<file path="config.mk">
export PLATFORM = sky130hd
export DESIGN_NAME = counter_ud_prog
export DESIGN_NICKNAME = d
export VERILOG_FILES = /design/src/rtl/counter_prog_pkg.sv /design/src/rtl/counter_prog_next.sv /design/src/rtl/counter_ud_prog.sv
export SDC_FILE = /design/constraint.sdc
export NUM_CORES = 1
export LEC_CHECK = 0
export CAP_MARGIN = 30
export CORE_MARGIN = 2
export CORE_UTILIZATION = 50
export DETAILED_ROUTE_END_ITERATION = 8
export PLACE_DENSITY = 0.72
export REMOVE_ABC_BUFFERS = 1
export SYNTH_ARGS = -nofsm -noshare
export SYNTH_HDL_FRONTEND = slang
export SYNTH_SLANG_ARGS = --single-unit
</file>
<file path="constraint.sdc">
create_clock -name clk -period 11.1 [get_ports clk]
set_clock_uncertainty 0.2 [all_clocks]
set_input_delay 2.22 -clock clk [delete_from_list [all_inputs] [get_ports clk]]
set_output_delay 2.22 -clock clk [all_outputs]
set_load 0.05 [all_outputs]
</file>
<file path="src/rtl/counter_prog_pkg.sv">
// ---------------------------------------------------------------------------
// counter_prog_pkg
// Shared types for the programmable up/down counter.
//   mode_e     : run mode selected by the 2-bit mode input
//   os_state_e : state of the one-shot launch FSM
// ---------------------------------------------------------------------------
package counter_prog_pkg;

   typedef enum logic [1:0] {
      MODE_WRAP    = 2'd0,
      MODE_SAT     = 2'd1,
      MODE_ONESHOT = 2'd2,
      MODE_RSVD    = 2'd3
   } mode_e;

   typedef enum logic [1:0] {
      OS_IDLE = 2'd0,
      OS_RUN  = 2'd1,
      OS_DONE = 2'd2
   } os_state_e;

endpackage

</file>
<file path="src/rtl/counter_prog_next.sv">
// ---------------------------------------------------------------------------
// counter_prog_next
// Combinational next-count computation for one advancing edge.
//   count      in  : current count (assumed already within 0..limit)
//   s          in  : effective step, already clamped to limit+1 (WIDTH+1 bits)
//   limit      in  : upper bound of the count range
//   down       in  : 0 = count up, 1 = count down
//   mode       in  : run mode (reserved mode behaves as wrap)
//   next_count out : count after this step
//   hit_bound  out : a terminal-count pulse must be issued
//   ovf_evt    out : up-count went past limit (wrap/sat only)
//   unf_evt    out : down-count went below zero (wrap/sat only)
// ---------------------------------------------------------------------------
module counter_prog_next
   import counter_prog_pkg::*;
#(
   parameter int WIDTH = 8
) (
   input  logic [WIDTH-1:0] count,
   input  logic [WIDTH:0]   s,
   input  logic [WIDTH-1:0] limit,
   input  logic             down,
   input  mode_e            mode,
   output logic [WIDTH-1:0] next_count,
   output logic             hit_bound,
   output logic             ovf_evt,
   output logic             unf_evt
);

   localparam logic [WIDTH:0] ONE = {{WIDTH{1'b0}}, 1'b1};

   logic [WIDTH:0] cnt_ext;
   logic [WIDTH:0] lim_ext;
   logic [WIDTH:0] sum;
   logic [WIDTH:0] wrap_up;
   logic [WIDTH:0] wrap_dn;

   // All intermediate math is one bit wider than the count so that
   // count+s and count+limit+1 cannot overflow.
   assign cnt_ext = {1'b0, count};
   assign lim_ext = {1'b0, limit};
   assign sum     = cnt_ext + s;
   assign wrap_up = sum - (lim_ext + ONE);
   assign wrap_dn = cnt_ext + lim_ext + ONE - s;

   always_comb begin
      next_count = count;
      hit_bound  = 1'b0;
      ovf_evt    = 1'b0;
      unf_evt    = 1'b0;
      // A zero step leaves the count alone and must not raise any event,
      // including the one-shot "already at bound" case.
      if (s != '0) begin
         if (!down) begin
            case (mode)
               MODE_SAT: begin
                  if (sum > lim_ext) begin
                     next_count = limit;
                     hit_bound  = (count != limit);
                     ovf_evt    = 1'b1;
                  end else begin
                     next_count = sum[WIDTH-1:0];
                  end
               end
               MODE_ONESHOT: begin
                  if (sum >= lim_ext) begin
                     next_count = limit;
                     hit_bound  = 1'b1;
                  end else begin
                     next_count = sum[WIDTH-1:0];
                  end
               end
               default: begin
                  if (sum > lim_ext) begin
                     next_count = wrap_up[WIDTH-1:0];
                     hit_bound  = 1'b1;
                     ovf_evt    = 1'b1;
                  end else begin
                     next_count = sum[WIDTH-1:0];
                  end
               end
            endcase
         end else begin
            case (mode)
               MODE_SAT: begin
                  if (s > cnt_ext) begin
                     next_count = '0;
                     hit_bound  = (count != '0);
                     unf_evt    = 1'b1;
                  end else begin
                     next_count = count - s[WIDTH-1:0];
                  end
               end
               MODE_ONESHOT: begin
                  if (s >= cnt_ext) begin
                     next_count = '0;
                     hit_bound  = 1'b1;
                  end else begin
                     next_count = count - s[WIDTH-1:0];
                  end
               end
               default: begin
                  if (s > cnt_ext) begin
                     next_count = wrap_dn[WIDTH-1:0];
                     hit_bound  = 1'b1;
                     unf_evt    = 1'b1;
                  end else begin
                     next_count = count - s[WIDTH-1:0];
                  end
               end
            endcase
         end
      end
   end

endmodule

</file>
<file path="src/rtl/counter_ud_prog.sv">
// ---------------------------------------------------------------------------
// counter_ud_prog
// Programmable up/down counter with modulus, step and wrap/sat/one-shot modes.
//   clk, rstn  : clock, asynchronous active-low reset
//   en         : count enable
//   load_en    : load load_val (clamped to limit), highest priority
//   load_val   : load value
//   down       : 0 = up, 1 = down
//   step       : step magnitude (clamped to limit+1)
//   limit      : upper bound, count range is 0..limit
//   mode       : 0 wrap, 1 saturate, 2 one-shot, 3 behaves as wrap
//   start      : one-shot launch
//   clr_flags  : clear sticky ovf/unf (a same-cycle event wins)
//   count      : registered count
//   tc         : registered one-cycle terminal-count pulse
//   ovf, unf   : sticky overflow / underflow flags
//   busy       : one-shot FSM is running
//   at_bound   : count sits at the bound in the current direction
// ---------------------------------------------------------------------------
module counter_ud_prog
   import counter_prog_pkg::*;
#(
   parameter int WIDTH  = 8,
   parameter int STEP_W = 4
) (
   input  logic              clk,
   input  logic              rstn,
   input  logic              en,
   input  logic              load_en,
   input  logic [WIDTH-1:0]  load_val,
   input  logic              down,
   input  logic [STEP_W-1:0] step,
   input  logic [WIDTH-1:0]  limit,
   input  logic [1:0]        mode,
   input  logic              start,
   input  logic              clr_flags,
   output logic [WIDTH-1:0]  count,
   output logic              tc,
   output logic              ovf,
   output logic              unf,
   output logic              busy,
   output logic              at_bound
);

   localparam logic [WIDTH:0] ONE = {{WIDTH{1'b0}}, 1'b1};

   logic [WIDTH-1:0] count_q, count_d;
   logic             tc_q, tc_d;
   logic             ovf_q, ovf_d;
   logic             unf_q, unf_d;
   logic [1:0]       mode_q, mode_d;
   os_state_e        state_q, state_d;

   mode_e            mode_c;
   logic [WIDTH:0]   step_ext;
   logic [WIDTH:0]   lim_p1;
   logic [WIDTH:0]   s_eff;
   logic             advancing;
   logic [WIDTH-1:0] nxt_count;
   logic             hit_bound;
   logic             ovf_evt;
   logic             unf_evt;

   assign mode_c   = mode_e'(mode);
   assign step_ext = {{(WIDTH+1-STEP_W){1'b0}}, step};
   assign lim_p1   = {1'b0, limit} + ONE;
   assign s_eff    = (step_ext > lim_p1) ? lim_p1 : step_ext;

   // One-shot mode only counts while its FSM is running.
   assign advancing = en && ((mode_c != MODE_ONESHOT) || (state_q == OS_RUN));

   counter_prog_next #(.WIDTH(WIDTH)) u_next (
      .count      (count_q),
      .s          (s_eff),
      .limit      (limit),
      .down       (down),
      .mode       (mode_c),
      .next_count (nxt_count),
      .hit_bound  (hit_bound),
      .ovf_evt    (ovf_evt),
      .unf_evt    (unf_evt)
   );

   always_comb begin
      count_d = count_q;
      tc_d    = 1'b0;
      ovf_d   = ovf_q & ~clr_flags;
      unf_d   = unf_q & ~clr_flags;
      if (load_en) begin
         count_d = (load_val > limit) ? limit : load_val;
      end else if (count_q > limit) begin
         // limit was lowered below the current count
         count_d = limit;
      end else if (advancing) begin
         count_d = nxt_count;
         tc_d    = hit_bound;
         if (ovf_evt) ovf_d = 1'b1;
         if (unf_evt) unf_d = 1'b1;
      end
   end

   always_comb begin
      mode_d  = mode;
      state_d = state_q;
      if (mode != mode_q) begin
         state_d = OS_IDLE;
      end else if (mode_c == MODE_ONESHOT) begin
         case (state_q)
            OS_IDLE: if (start) state_d = OS_RUN;
            OS_RUN: begin
               // Only a real counting step can finish the run; load and
               // limit-clamp edges keep it running.
               if (!load_en && (count_q <= limit) && advancing && hit_bound)
                  state_d = OS_DONE;
            end
            OS_DONE: if (start) state_d = OS_RUN;
            default: state_d = OS_IDLE;
         endcase
      end
   end

   always_ff @(posedge clk or negedge rstn) begin
      if (!rstn) begin
         count_q <= '0;
         tc_q    <= 1'b0;
         ovf_q   <= 1'b0;
         unf_q   <= 1'b0;
         mode_q  <= 2'd0;
         state_q <= OS_IDLE;
      end else begin
         count_q <= count_d;
         tc_q    <= tc_d;
         ovf_q   <= ovf_d;
         unf_q   <= unf_d;
         mode_q  <= mode_d;
         state_q <= state_d;
      end
   end

   assign count    = count_q;
   assign tc       = tc_q;
   assign ovf      = ovf_q;
   assign unf      = unf_q;
   assign busy     = (state_q == OS_RUN);
   assign at_bound = (!down && (count_q == limit)) || (down && (count_q == '0));

endmodule

</file>
==> qor.txt, run 1 <==
Gate Count Post-Synth: 521
CP endpoint kind: flip-flop
Site Rows: 32
wire per inst: 20.62 um
Final #Nets: 663
Post-CTS Hold Fix Bufs: 0
Finished Layout Cells: 657
largest net degree at the start of global routing: 19
DR vias/cell: 6.490
final hold vios: 0
drt drc: 0
Worst-Skew Late Latency: 0.25 ns
I/O Buffers: 41
via count: 4,264
relative slew slack: 0.3578
Inserted Clock Buffers: 3
Mean Syn Cell Area: 7.755 um^2
post-DP HPWL: 10,870 um
post-route ant nets: 0
worst min-delay path category: reg -> reg
clock share of power: 0.033
Peak Freq: 106.1 MHz
share of the synthesized area in the top cell type: 0.2199
P_leak: 2.020 nW
synthesized area: 4040 um^2
DR WL met2: 5966 um
dpl cells: 653
post-route clock period utilization: 0.8493
WL met1: 5548 um
Setup CP Type: in -> reg
Final min period: 9.427 ns
dominant synthesized flop cell: dfrtp_1
power per cell area: 290.7 nW/um^2
RD Place Congestion: 1.011
H-tree levels: 1
CTS tree: yes
Internal Pwr Total: 543.9 uW
Seq cells post-synth: 15
Async SR Flop Fraction: 1.000
Post-CTS Resized: 0
first-pass GRT wire length: 21,370 um
routed wl met3: 1283 um
Core Area: 7767 um^2
total gr overflow: 0
Sink Count: 15
Worst Path Max Fanout: 13
vias in the first global route: 4,077
EDFF count, synth: 0
Worst-Margin Slew: 0.9633 ns
Net Sw Frac: 0.5894
Pre-Repair DR Iteration Count: 5
Die W: 93.89 um
Iter 0 DRT Violations: 429
peak supply drop: 0.1424 mV
Layout fillers: 715
Synth area leaders: ha_1 (22%), dfrtp_1 (9.3%), xnor2_1 (5.2%), inv_1 (4.3%), a21oi_1 (3.7%)
Die Y-Extent: 93.89 um
critical path startpoint category: input port
Sw Pwr: 780.7 uW
Syn-to-layout area delta: 12.79%
IO Pins: 42
largest area contributor in the netlist: ha_1
die area: 8815 um^2
part of the power in registers: 0.099
n_diodes: 0
top routing layer used: met4
combinational share of power: 0.868
GRT Total Usage: 0.3132
initial core utilization: 0.5201
setup_tns: 0 ns
crit path DAT: 9.36 ns
top cells by count, synth: ha_1 (71), inv_1 (46), nand2_1 (34)
unrepaired setup endpoints after global routing: false
Clock Tree Buf Depth: 2
count leader, synth: ha_1
final setup fails: 0
count of warnings emitted by yosys: 0
Total Routed Length: 13,550 um
fraction of layout cells with a size suffix above 1: 0.04324
max cap viols: 0
Post-CTS Setup Bufs: 0
initial antenna violation count: 0
Reg clk slew, reported paths: 0.07 ns
Netlist cell types: 69
fin. max-slew vios: 0
clock root buffer: clkbuf_8
Crit path required time: 11.04 ns
status: complete, no violations
post-synthesis sequential area ratio: 0.09291
final hold slack: 0.3358 ns
flip-flops by register name (all words and copies together), names as in the netlist:
name / cells
count: 8
mode_q: 2
ovf: 1
state_q: 2
tc: 1
unf: 1
metrics by stage:
step | total power [mW] | setup slack, ns | utilization | cell area, um^2
detailed placement | 1.243 | 1.499 | 0.5807 | 4511
global placement | 1.241 | 1.735 | 0.5807 | 4511
finish | 1.325 | 1.673 | 0.5867 | 4557
floorplan | 0.9423 | 3.014 | - | 3973
CTS | 1.293 | 1.757 | 0.5867 | 4557
global route | 1.432 | 1.163 | 0.5867 | 4557
power by group through the flow:
stage	combinational, mW	sequential [mW]	clock [mW]
after detailed placement	1.11	0.129	0
after global placement	1.11	0.130	0
after floorplan	0.785	0.158	0
after global routing	1.25	0.131	0.0462
final	1.15	0.131	0.0442
after CTS	1.12	0.128	0.0444
worst paths after layout:
kind	from	to	slack, ns	depth (start not counted)
worst min-delay path	ovf	ovf	0.34	2
max in group asynchronous	rstn	count[0]	8.07	1
min in group asynchronous	rstn	mode_q[0]	2.18	1
worst min register to register	ovf	ovf	0.34	2
worst max-delay path	limit[0]	count[4]	1.67	24
worst max register to register	count[2]	count[4]	5.95	15
layout make-up:
class / instances / area [um^2] / share of cell area
Inverter: 46 / 172.7 / 0.03789
Sequential cell: 15 / 375.4 / 0.08237
Multi-Input combinational cell: 449 / 3425 / 0.7515
Timing Repair Buffer: 41 / 410.4 / 0.09006
Tap cell: 102 / 127.6 / 0.02801
Clock buffer: 3 / 41.29 / 0.009061
Clock inverter: 1 / 5.005 / 0.001098
per-layer routing:
metal / track usage / up-vias
met2: 0.5077 / 237
met3: 0.04735 / 48
met4: 0.1437 / 0
met1: 0.4087 / 1980
met5: 0 / -
li1: - / 1999
worst max-delay path: stages:
cell,delay [ns]
clkdlybuf4s50_1,0.80
ha_1,0.32
inv_1,0.18
ha_1,0.30
a21oi_1,0.18
a311o_1,0.19
a21oi_1,0.08
o21bai_1,0.54
o21ai_0,0.32
ha_1,0.29
fa_1,0.42
nor2b_1,0.18
o21a_1,0.22
or3_1,0.33
xnor2_1,0.43
ha_1,0.20
nand2_1,0.07
or4_1,0.60
o211ai_4,0.21
a31oi_1,0.16
or2_1,0.32
a221oi_1,0.40
a211oi_1,0.10
a211o_1,0.30
kinds of logic (layout without fill, tap and decap cells):
family,after synthesis,in the layout,share of synthesized area
other cells,2,12,0.001859
mux,6,6,0.01487
fa+ha+maj,79,79,0.2570
flops,15,15,0.09291
xor+xnor,32,32,0.07495
compound gates,164,164,0.2865
buf+inv,67,91,0.06875
simple gates,156,156,0.2032
cell usage in the layout (no fill, tap or decap), types with 15 or more instances in the layout:
master / count
nand2_1: 34
inv_1: 46
a21oi_1: 30
ha_1: 71
a31oi_1: 15
nor2_1: 28
xnor2_1: 24
o21ai_0: 30
dfrtp_1: 15
clkdlybuf4s50_1: 41
(Power assumes the default switching activity.)
==> inputs of run 2 (changes only) <==
==> constraint.sdc (replaced) <==
create_clock -name clk -period 9.65 [get_ports clk]
set_clock_uncertainty 0.2 [all_clocks]
set_input_delay 1.93 -clock clk [delete_from_list [all_inputs] [get_ports clk]]
set_output_delay 1.93 -clock clk [all_outputs]
set_load 0.05 [all_outputs]
==> qor.txt, run 2 (synthesis gave the netlist of run 1 again) <==
status: complete, no violations
Finished Layout Cells: 662 (+0.76%)
Worst-Margin Slew: 0.9380 ns (-0.02527 ns)
post-route clock period utilization: 0.9428
Layout fillers: 740 (+3.5%)
Die W: 93.89 um (unchanged)
initial core utilization: 0.5201 (unchanged)
critical path buffer and inverter count: 2 (unchanged)
register-to-register setup slack: 4.48 ns (-1.47 ns)
CP peak stage delay: 0.73 ns (-0.07 ns)
CTS tree: yes
largest net degree at the start of global routing: 19 (unchanged)
Core Area: 7767 um^2 (unchanged)
n_diodes: 0 (unchanged)
dpl cell area: 4548 um^2 (+0.83%)
Inserted Clock Buffers: 3 (unchanged)
fraction of layout cells with a size suffix above 1: 0.05179 (+0.008542)
peak supply drop: 0.2541 mV (+79%)
hold path start: ovf
critical path's top delay family: compound AO/OA/AOI/OAI gates
final setup fails: 0 (unchanged)
drt drc: 0 (unchanged)
post-route ant nets: 0 (unchanged)
multi-input logic area: 3425 um^2 (unchanged)
Post-CTS Hold Fix Bufs: 0 (unchanged)
initial antenna violation count: 0 (unchanged)
relative slew slack: 0.3747 (+0.01685)
power per cell area: 336.9 nW/um^2 (+16%)
Setup WS pre-CTS: 0.4314 ns (-1.068 ns)
I/O Buffers: 41 (unchanged)
fin. max-slew vios: 0 (unchanged)
worst min-delay path category: reg -> reg
crit path DAT: 9.01 ns (-0.35 ns)
Clock Tree Buf Depth: 2 (unchanged)
critical path startpoint category: input port
final hold vios: 0 (unchanged)
P_leak: 2.044 nW (+1.2%)
Final min period: 9.098 ns
wire per inst: 20.84 um (+1.1%)
RD Place Congestion: 0.9822 (-2.9%)
CP endpoint kind: flip-flop
Pre-Repair DR Iteration Count: 8 (+3)
DR vias/cell: 6.607 (+1.8%)
Syn-to-layout area delta: 13.72%
most frequent cells in the layout: ha_1 (71), inv_1 (46), clkdlybuf4s50_1 (41), nand2_1 (34)
Worst Hold Path EP: ovf
clock root buffer: clkbuf_8
critical path's slowest cell: clkdlybuf4s50_1
Worst Path Max Fanout: 12 (-1)
Min-Delay Path Depth: 2 (unchanged)
dpl cells: 658 (+0.77%)
commonest non-fill, non-tap cell in the layout: ha_1
total gr overflow: 0 (unchanged)
Reg clk slew, reported paths: 0.07 ns (about the same)
first-pass GRT wire length: 21,610 um (+1.1%)
reg2reg start: count[2]
unrepaired setup endpoints after global routing: false
Crit path required time: 9.56 ns (-1.48 ns)
Setup CP Type: in -> reg
Peak Freq: 109.9 MHz
GRT Total Usage: 0.3168 (+0.003535)
cells on worst reg2reg path: 15 (unchanged)
setup_tns: 0 ns (unchanged)
Post-CTS Setup Bufs: 0 (unchanged)
max cap viols: 0 (unchanged)
Final #Nets: 668 (+0.75%)
Iter 0 DRT Violations: 426 (-0.70%)
final non-filler cell area: 4594 um^2 (+0.82%)
FF-to-FF End: count[2]
FF+latch area: 375.4 um^2 (unchanged)
max reg flops: 8 (unchanged)
post-DP HPWL: 11,090 um (+2.0%)
critical-path cell list: clkdlybuf4s50_1 -> ha_1 -> inv_1 -> ha_1 -> a21oi_1 -> a311o_1 -> a21oi_1 -> o21bai_1 -> o21ai_0 -> ha_1 -> fa_1 -> nor2b_1 -> o21a_1 -> or3_1 -> xnor2_1 -> ha_1 -> nand2_1 -> or4_1 -> o211ai_4 -> a31oi_1 -> or2_1 -> a221o_1 -> a2111oi_2 -> a211oi_1
die area: 8815 um^2 (unchanged)
H-tree levels: 1 (unchanged)
Worst Slack Setup Final: 0.5517 ns (-1.121 ns)
Site Rows: 32 (unchanged)
via count: 4,374 (+2.6%)
Total Routed Length: 13,800 um (+1.9%)
vias in the first global route: 4,142 (+1.6%)
Worst-Skew Late Latency: 0.25 ns (about the same)
IO Pins: 42 (unchanged)
Post-CTS Resized: 0 (unchanged)
most frequent CP cell: ha_1
Sink Count: 15 (unchanged)
Die Y-Extent: 93.89 um (unchanged)
run 2: changes by cell type in the layout (fill, tap and decap cells not counted), sizes merged:
cell,before,now
buf,0,5
run 2: worst min-delay path: cells and delay by family (launching register included):
family | cells | cell delay [ns]
buffers and inverters | 1 | 0.05
AO/OA/AOI/OAI | 1 | 0.06
flip-flops | 1 | 0.38
run 2: how the worst max path moves through the flow:
stage,start,end,cells after the start,slack (ns)
2_1_floorplan,limit[0],count[2],23,1.85
3_3_place_gp,limit[1],count[2],24,0.73
3_5_place_dp,limit[1],count[2],24,0.43
4_1_cts,limit[1],count[2],24,0.67
5_1_grt,limit[1],count[2],24,0.1
6_report,limit[1],count[2],24,0.55
run 2: area by class of cell:
class / count / share of cell area
Clock buffer: 3 / 0.008987
Clock inverter: 1 / 0.001089
Inverter: 46 / 0.03758
Multi-Input combinational cell: 449 / 0.7454
Sequential cell: 15 / 0.08170
Tap cell: 102 / 0.02778
Timing Repair Buffer: 46 / 0.09749
run 2: per-layer routing:
metal | vias up | GRT usage | routed length [um] | part of all wire
met5 | - | 0 | 0 | 0
met4 | 0 | 0.1389 | 637 | 0.046
met3 | 48 | 0.04575 | 1290 | 0.094
met2 | 244 | 0.5333 | 6414 | 0.46
met1 | 2078 | 0.4008 | 5453 | 0.40
li1 | 2004 | - | - | -
run 2: where the power goes:
part,leakage [nW],switching (mW),internal (mW)
Combinational,1.83,0.817,0.526
Clock,0.0255,0.0246,0.0286
Sequential,0.187,0.0703,0.0811
Total,2.04,0.912,0.636
run 2: stage by stage:
stage | power, mW | hold slack, ns | util
3_5_place_dp | 1.445 | 0.3187 | 0.5855
6_report | 1.548 | 0.3272 | 0.5915
4_1_cts | 1.503 | 0.3292 | 0.5915
3_3_place_gp | 1.417 | 0.3096 | 0.5855
2_1_floorplan | 1.084 | 0.2801 | -
5_1_grt | 1.659 | 0.3910 | 0.5915
